===== src/rtl/mips_pkg.sv =====
`default_nettype none
// ============================================================================
// mips_pkg : shared encodings and widths for the MIPS pipeline
// Rev 1.0
// ============================================================================
package mips_pkg;

  localparam int DATA_W = 32;
  localparam int REG_W  = 5;

  localparam logic [1:0] WB_ALU  = 2'b00;
  localparam logic [1:0] WB_LOAD = 2'b01;
  localparam logic [1:0] WB_LINK = 2'b10;

  localparam logic [1:0] LD_WORD = 2'b00;
  localparam logic [1:0] LD_HALF = 2'b01;
  localparam logic [1:0] LD_BYTE = 2'b10;

  typedef struct packed {
    logic              valid;
    logic [DATA_W-1:0] alu_result;
    logic [DATA_W-1:0] load_word;
    logic [DATA_W-1:0] pc_plus8;
    logic [REG_W-1:0]  wr_reg;
    logic              reg_write;
    logic [1:0]        wb_sel;
    logic [1:0]        ld_size;
    logic              ld_unsigned;
  } mem_wb_t;

endpackage : mips_pkg
`default_nettype wire


===== src/rtl/wb_stage_load_align.sv =====
`default_nettype none
// ============================================================================
// load_align : little-endian lane select and sign/zero extension of load data
// Rev 1.0
// ============================================================================
module load_align
  import mips_pkg::*;
(
  input  logic [DATA_W-1:0] load_word_i,
  input  logic [1:0]        offset_i,
  input  logic [1:0]        ld_size_i,
  input  logic              ld_unsigned_i,
  output logic [DATA_W-1:0] result_o
);

  logic [7:0]  byte_lane;
  logic [15:0] half_lane;

  always_comb begin
    byte_lane = load_word_i[8*offset_i +: 8];
    // Halfword loads ignore the low address bit.
    half_lane = offset_i[1] ? load_word_i[31:16] : load_word_i[15:0];
    case (ld_size_i)
      LD_BYTE: result_o = {{24{byte_lane[7] & ~ld_unsigned_i}}, byte_lane};
      LD_HALF: result_o = {{16{half_lane[15] & ~ld_unsigned_i}}, half_lane};
      default: result_o = load_word_i;
    endcase
  end

endmodule : load_align
`default_nettype wire


===== src/rtl/wb_stage.sv =====
`default_nettype none
// ============================================================================
// wb_stage : MEM/WB pipeline register and writeback datapath
// Rev 1.0
// ============================================================================
module wb_stage
  import mips_pkg::*;
(
  input  logic              clk,
  input  logic              rst,
  input  logic              stall,
  input  logic              flush,
  input  logic              mem_valid,
  input  logic [DATA_W-1:0] mem_alu_result,
  input  logic [DATA_W-1:0] mem_load_word,
  input  logic [DATA_W-1:0] mem_pc_plus8,
  input  logic [REG_W-1:0]  mem_wr_reg,
  input  logic              mem_reg_write,
  input  logic [1:0]        mem_wb_sel,
  input  logic [1:0]        mem_ld_size,
  input  logic              mem_ld_unsigned,
  output logic [DATA_W-1:0] wr_data,
  output logic [REG_W-1:0]  wr_reg,
  output logic              reg_write,
  output logic              wb_valid
);

  mem_wb_t           wb_q, wb_d;
  logic [DATA_W-1:0] load_data;

  always_comb begin
    wb_d = wb_q;
    // A flush only kills the slot; the payload is left as-is.
    if (flush) begin
      wb_d.valid = 1'b0;
    end else if (!stall) begin
      wb_d.valid       = mem_valid;
      wb_d.alu_result  = mem_alu_result;
      wb_d.load_word   = mem_load_word;
      wb_d.pc_plus8    = mem_pc_plus8;
      wb_d.wr_reg      = mem_wr_reg;
      wb_d.reg_write   = mem_reg_write;
      wb_d.wb_sel      = mem_wb_sel;
      wb_d.ld_size     = mem_ld_size;
      wb_d.ld_unsigned = mem_ld_unsigned;
    end
  end

  always_ff @(posedge clk or negedge rst) begin
    if (!rst) wb_q <= '0;
    else      wb_q <= wb_d;
  end

  load_align u_load_align (
    .load_word_i   (wb_q.load_word),
    .offset_i      (wb_q.alu_result[1:0]),
    .ld_size_i     (wb_q.ld_size),
    .ld_unsigned_i (wb_q.ld_unsigned),
    .result_o      (load_data)
  );

  always_comb begin
    case (wb_q.wb_sel)
      WB_LOAD: wr_data = load_data;
      WB_LINK: wr_data = wb_q.pc_plus8;
      default: wr_data = wb_q.alu_result;
    endcase
  end

  assign wr_reg    = wb_q.wr_reg;
  assign reg_write = wb_q.valid & wb_q.reg_write & (wb_q.wr_reg != '0);
  assign wb_valid  = wb_q.valid;

endmodule : wb_stage
`default_nettype wire


===== config.mk =====
export PLATFORM = sky130hd
export DESIGN_NAME = wb_stage
export DESIGN_NICKNAME = d
export VERILOG_FILES = /design/src/rtl/mips_pkg.sv /design/src/rtl/wb_stage_load_align.sv /design/src/rtl/wb_stage.sv
export SDC_FILE = /design/constraint.sdc
export NUM_CORES = 1
export LEC_CHECK = 0
export CAP_MARGIN = 10
export CORE_ASPECT_RATIO = 0.8
export CORE_MARGIN = 2
export CORE_UTILIZATION = 30
export CTS_BUF_LIST = sky130_fd_sc_hd__clkbuf_4 sky130_fd_sc_hd__clkbuf_8
export CTS_CLUSTER_SIZE = 14
export DETAILED_ROUTE_END_ITERATION = 8
export DONT_BUFFER_PORTS = 1
export SLEW_MARGIN = 20
export SYNTH_ARGS = -nofsm -noshare
export SYNTH_HDL_FRONTEND = slang
export SYNTH_SLANG_ARGS = --single-unit
export TNS_END_PERCENT = 10

===== constraint.sdc =====
create_clock -name clk -period 3 [get_ports clk]
set_input_delay 0.6 -clock clk [delete_from_list [all_inputs] [get_ports clk]]
set_output_delay 0.6 -clock clk [all_outputs]
set_load 0.005 [all_outputs]

==> flow_summary.yaml, run 1 <==
route:
  routed_wirelength_um: 14700
  remaining_drc_errors: 0
  vias: 3416
  drtAntennaViolNets: 0
  first_iter_violations: 182
  wl_per_cell_um: 22.7
  via_per_inst: 5.27
  first_pass_iters: 4
worst_setup_path:
  critPathKind: "register to primary output"
  reg2reg_depth: 1
  critPathBufInv: 1
  path_delay_family: "compound AO/OA/AOI/OAI gates"
  crit_fanout: 13
  endpoint_kind: "primary output"
  arrival_ns: 2.30
  required_ns: 2.40
  critPathSlowestCell: "a2111o_1"
  cp_cell_sequence: "inv_1 -> ha_2 -> nand2b_4 -> a2111o_1 -> o211ai_1"
  cpPeakStageDelay_ns: 0.59
  startpoint_type: "register"
  crit_cells: 5
clocking:
  clock_sinks: 108
  clk_path_buf_depth: 2
  cts_made_buffers: 9
  htree_levels: 3
  clockRootBuffer: "clkbuf_8"
  post_cts_buffers: 0
  clock_latency_ns: 0.39
  cts_tree: "done"
  clk_pin_slew_ns: 0.10
sta:
  layout_setup_ws_ns: 0.102
  max_freq_ghz: 0.345
  drv_slew: 0
  slew_headroom_pct: 50.7
  worst_pin_slew_ns: 0.737
  rsz0062_at_grt: "yes"
  setup_violations: 0
  whs_ns: -0.0978
  fin_skew_ns: 0
  finalCritPeriodShare_pct: 96.6
  final-hold-violation-count: 108
  tns_ns: 0
  period_needed_ns: 2.90
layout:
  drive_gt1_share_pct: 34.8
  final_cell_mix: "107 x dfrtp_1, 102 x mux2_2, 44 x nand2_1"
  ff_latch_area_um2: 2700
  multiInputGateArea_um2: 2340
  fillCellCount: 1680
  fin_area_um2: 5770
  area_growth_pct: 10.6
  largest_register_ffs: 102
  final_common_cell: "dfrtp_1"
  nets: 531
global_routing:
  antenna_found_initial: 4
  track_usage_pct: 15.8
  grt_pass1_wl_um: 21300
  grt-ovfl-total: 0
  grt_max_degree: 109
  first_global_vias: 3580
synthesis:
  syn_inst: 430
  synthDistinctLibCells: 35
  ys_async_sr_fraction_pct: 100
  synthXorXnorAreaFrac_pct: 0
  synth_flop_cell: "dfrtp_1"
  yosys.area_share.simple_pct: 4.68
  post_synth.cell_area_avg_um2: 12.1
  yosysWarnings: 0
  synthAdderAreaFrac_pct: 0.960
  synthMuxAreaShare_pct: 22.8
  synth_top_family_by_area: "multiplexers"
  yosys_register_bits: 108
  synth_compound_area_share_pct: 15.1
  synth_edf_count: 0
  syn_nets: 546
  syn_area_um2: 5210
  ys_seq_area_share_pct: 51.8
floorplanning:
  std_cell_rows: 43
  start_util_pct: 30.4
  dieArea_um2: 18500
  io_pins: 151
  die_x_um: 151
  fp.dieH_um: 122
  core-area_um2: 17200
power_and_ir_drop:
  total_power_mw: 3.83
  ir_drop_uv: 253
  leakage_nw: 2.31
  power.density_nw_per_um2: 663
placed_design:
  place_area_um2: 5450
  dpl.hpwl_um: 10700
  gp_congestion: 0.855
  place_ws_ns: 0.289
  portBuffers: 0
status:
  status: "finished with violations"
  violations: "hold timing"
run:
  cap_violations: 0
min_path:
  min_path_type: "input port to async pin"
-- synthesized netlist by cell type (4+ instances only) --
library cell	n	share of area, %
a21o_1	7	1.0
a221o_1	9	1.7
a221oi_1	8	1.3
a22o_1	7	1.2
a22oi_1	16	2.3
buf_2	11	1.1
buf_4	5	0.72
clkbuf_1	20	1.4
dfrtp_1	108	52
ha_1	4	0.96
inv_1	12	0.86
mux2_2	102	22
nand2_1	44	3.2
o211ai_1	15	2.2
o21a_1	7	1.0
o21ai_0	23	2.2
o22ai_1	7	0.84
-- power by group --
group          switching (mW)  internal, mW
logic                   0.460         0.423
registers               0.177          1.67
clock network           0.508         0.591
-- cells by family after synthesis --
group / count (synthesis)
flops: 108
mux: 105
fa+ha+maj: 4
compound gates: 105
simple gates: 57
buf+inv: 51
-- layout make-up --
type / count / area share [%]
Clock buffer: 11 / 2.52
Sequential cell: 108 / 46.9
Timing Repair Buffer: 11 / 2.30
Multi-Input combinational cell: 272 / 40.6
Antenna cell: 3 / 0.130
Tap cell: 225 / 4.88
Clock inverter: 5 / 1.87
Inverter: 13 / 0.846
-- what timing repair did --
| item | 4_1_cts | 5_1_grt |
|---|---|---|
| resized for setup | 4 | 11 |
| gates cloned | 0 | 1 |
| hold endpoints to repair | 108 | 108 |
| pin swaps | 1 | 1 |
| setup endpoints to repair | 25 | 30 |
-- per-layer routing --
layer | up-vias | wire length (µm) | share of wire [%] | global-route usage [%]
li1 | 1548 | - | - | -
met1 | 1713 | 6380 | 43 | 21.1
met2 | 131 | 6580 | 45 | 23.8
met3 | 22 | 1510 | 10 | 6.25
met4 | 2 | 256 | 1.7 | 4.73
met5 | - | 13 | 0.088 | 0
-- through the flow --
step / hold slack, ns / std cells / util (%)
3_3_place_gp: 0.308 / 628 / 31.7
5_1_grt: -0.133 / 645 / 33.6
6_report: -0.0978 / 648 / 33.6
2_1_floorplan: 0.304 / 430 / -
3_5_place_dp: 0.307 / 628 / 31.7
4_1_cts: -0.136 / 644 / 33.3
-- final timing paths --
check,start,endpoint,slack [ns]
worst max-delay path,wb_q[3]$_DFFE_PN0P_,wr_data[18],0.10
worst min-delay path,rst,wb_q[99]$_DFFE_PN0P_,-0.1
worst max register to register,wb_q[76]$_DFFE_PN0P_,wb_q[76]$_DFFE_PN0P_,2.07
worst min register to register,wb_q[94]$_DFFE_PN0P_,wb_q[94]$_DFFE_PN0P_,0.52
max in group asynchronous,rst,wb_q[11]$_DFFE_PN0P_,2.92
min in group clk,flush,wb_valid$_DFFE_PN0P_,0.26
Note: power is estimated with default switching activity, not from simulation.
==> inputs of run 2 (changes only) <==
Settings changed: CORE_UTILIZATION 30 to 45.
==> run 2 against run 1 <==
  * Highest routed layer is now met4
  * Sequential power hardly changed
  * Setup slack improved by 0.040 ns
  * Largest power group unchanged
  * The flow still finishes with violations (hold timing)
  * Global-route usage increased by 4.6 points
  * Combinational power down 6.0%
  * Count of clock-buffer cells in the layout stayed put
  * Clock power down 24%
==> flow_summary.yaml, run 2 (synthesized netlist as in run 1, its figures left out) <==
status:
  status: "finished with violations"
  violations: "hold timing"
layout:
  nets: 528
  drive_gt1_share_pct: 33.8
  instances_no_fill: 565
  final_cell_mix: "107 x dfrtp_1, 102 x mux2_2, 44 x nand2_1"
  final_common_cell: "dfrtp_1"
  fin_area_um2: 5510
  area_growth_pct: 5.76
  largest_register_ffs: 102
  n_antenna_cell: 0
  finalCoreUtilization_pct: 48.4
route:
  via_per_inst: 6.02
  routed_wirelength_um: 12600
  remaining_drc_errors: 0
  drtAntennaViolNets: 0
  vias: 3401
  first_pass_iters: 5
  first_iter_violations: 261
  wl_per_cell_um: 22.3
worst_setup_path:
  critPathKind: "register to primary output"
  critPathSlowestCell: "a2111o_2"
  crit_fanout: 16
  arrival_ns: 2.26
  endpoint_kind: "primary output"
  cpPeakStageDelay_ns: 0.55
  startpoint_type: "register"
  reg2reg_depth: 2
  required_ns: 2.40
  cp_cell_sequence: "inv_1 -> ha_2 -> nand2b_2 -> a2111o_2 -> o211ai_1"
min_path:
  min_path_type: "input port to async pin"
placed_design:
  gp_congestion: 0.854
  dpl.hpwl_um: 9270
  portBuffers: 0
  dp_cells: 549
  place_area_um2: 5310
  place_ws_ns: 0.328
global_routing:
  grt_pass1_wl_um: 19600
  antenna_found_initial: 1
  track_usage_pct: 20.5
  first_global_vias: 3432
  grt_max_degree: 109
  grt-ovfl-total: 0
sta:
  layout_setup_ws_ns: 0.141
  finalCritPeriodShare_pct: 95.3
  max_freq_ghz: 0.350
  fin_skew_ns: 0
  drv_slew: 0
  period_needed_ns: 2.86
  worst_pin_slew_ns: 0.606
  final-hold-violation-count: 108
  whs_ns: -0.0891
  slew_headroom_pct: 59.6
  setup_violations: 0
clocking:
  clock_sinks: 108
  clk_path_buf_depth: 2
  htree_levels: 3
  cts_tree: "done"
  clockRootBuffer: "clkbuf_8"
  cts_made_buffers: 9
  clock_latency_ns: 0.37
  clk_pin_slew_ns: 0.10
  post_cts_buffers: 0
power_and_ir_drop:
  leakage_nw: 2.24
  power.density_nw_per_um2: 632
  ir_drop_uv: 345
floorplanning:
  core-area_um2: 11400
  die_x_um: 124
  dieArea_um2: 12500
  io_pins: 151
  fp.dieH_um: 100
  std_cell_rows: 35
  start_util_pct: 45.8
run:
  cap_violations: 0
==> run 2: through the flow <==
stage / hold slack [ns] / total power [mW] / TNS [ns]
floorplan: 0.304 / 2.47 / 0
global placement: 0.307 / 2.65 / 0
detailed placement: 0.307 / 2.68 / 0
CTS: -0.119 / 3.52 / 0
global route: -0.136 / 3.70 / -0.188
finish: -0.0891 / 3.49 / 0
==> run 2: metal layers <==
metal  GRT usage, %  wire length, µm  vias up
li1               -                -     1533
met1           28.4             5720     1743
met2           31.1             5780      120
met3           8.10             1060        5
met4           3.63               62        0
met5              0                0        -
==> run 2: cell type report <==
cell class | count | area (µm²)
sequential | 108 | 2700
timing repair buffer | 9 | 92.6
tap | 148 | 185
fill | 1058 | 5870
clock buffer | 11 | 145
multi-input combinational | 271 | 2300
clock inverter | 5 | 36.3
inverter | 13 | 48.8
==> run 2: worst max-delay path: cells and delay by family, from the launching register on <==
kind | cells | cell delay [ns]
AND/OR/NAND/NOR | 1 | 0.30
adder cells (fa/ha/maj) | 1 | 0.36
buffers and inverters | 1 | 0.08
AO/OA/AOI/OAI | 2 | 0.75
flip-flops | 1 | 0.39
==> run 2: final timing paths <==
kind,from,endpoint,slack [ns]
setup / recovery,wb_q[3]$_DFFE_PN0P_,wr_data[24],0.14
hold / removal,rst,wb_q[103]$_DFFE_PN0P_,-0.09
setup reg to reg,wb_q[76]$_DFFE_PN0P_,wb_q[76]$_DFFE_PN0P_,1.92
hold reg to reg,wb_q[82]$_DFFE_PN0P_,wb_q[82]$_DFFE_PN0P_,0.52
max in group asynchronous,rst,wb_q[3]$_DFFE_PN0P_,2.90
min in group clk,flush,wb_valid$_DFFE_PN0P_,0.28
==> run 2: report_power, final <==
part | switching (mW) | total [mW] | leakage [nW] | internal, mW
combinational | 0.426 | 0.830 | 0.883 | 0.404
sequential | 0.158 | 1.82 | 1.27 | 1.67
clock | 0.497 | 0.833 | 0.0854 | 0.336
==> run 2: timing repair <==
item	4_1_cts	5_1_grt
gates resized for setup	1	7
pin swaps	1	1
hold endpoints to repair	108	108
endpoints found under the setup margin	16	28
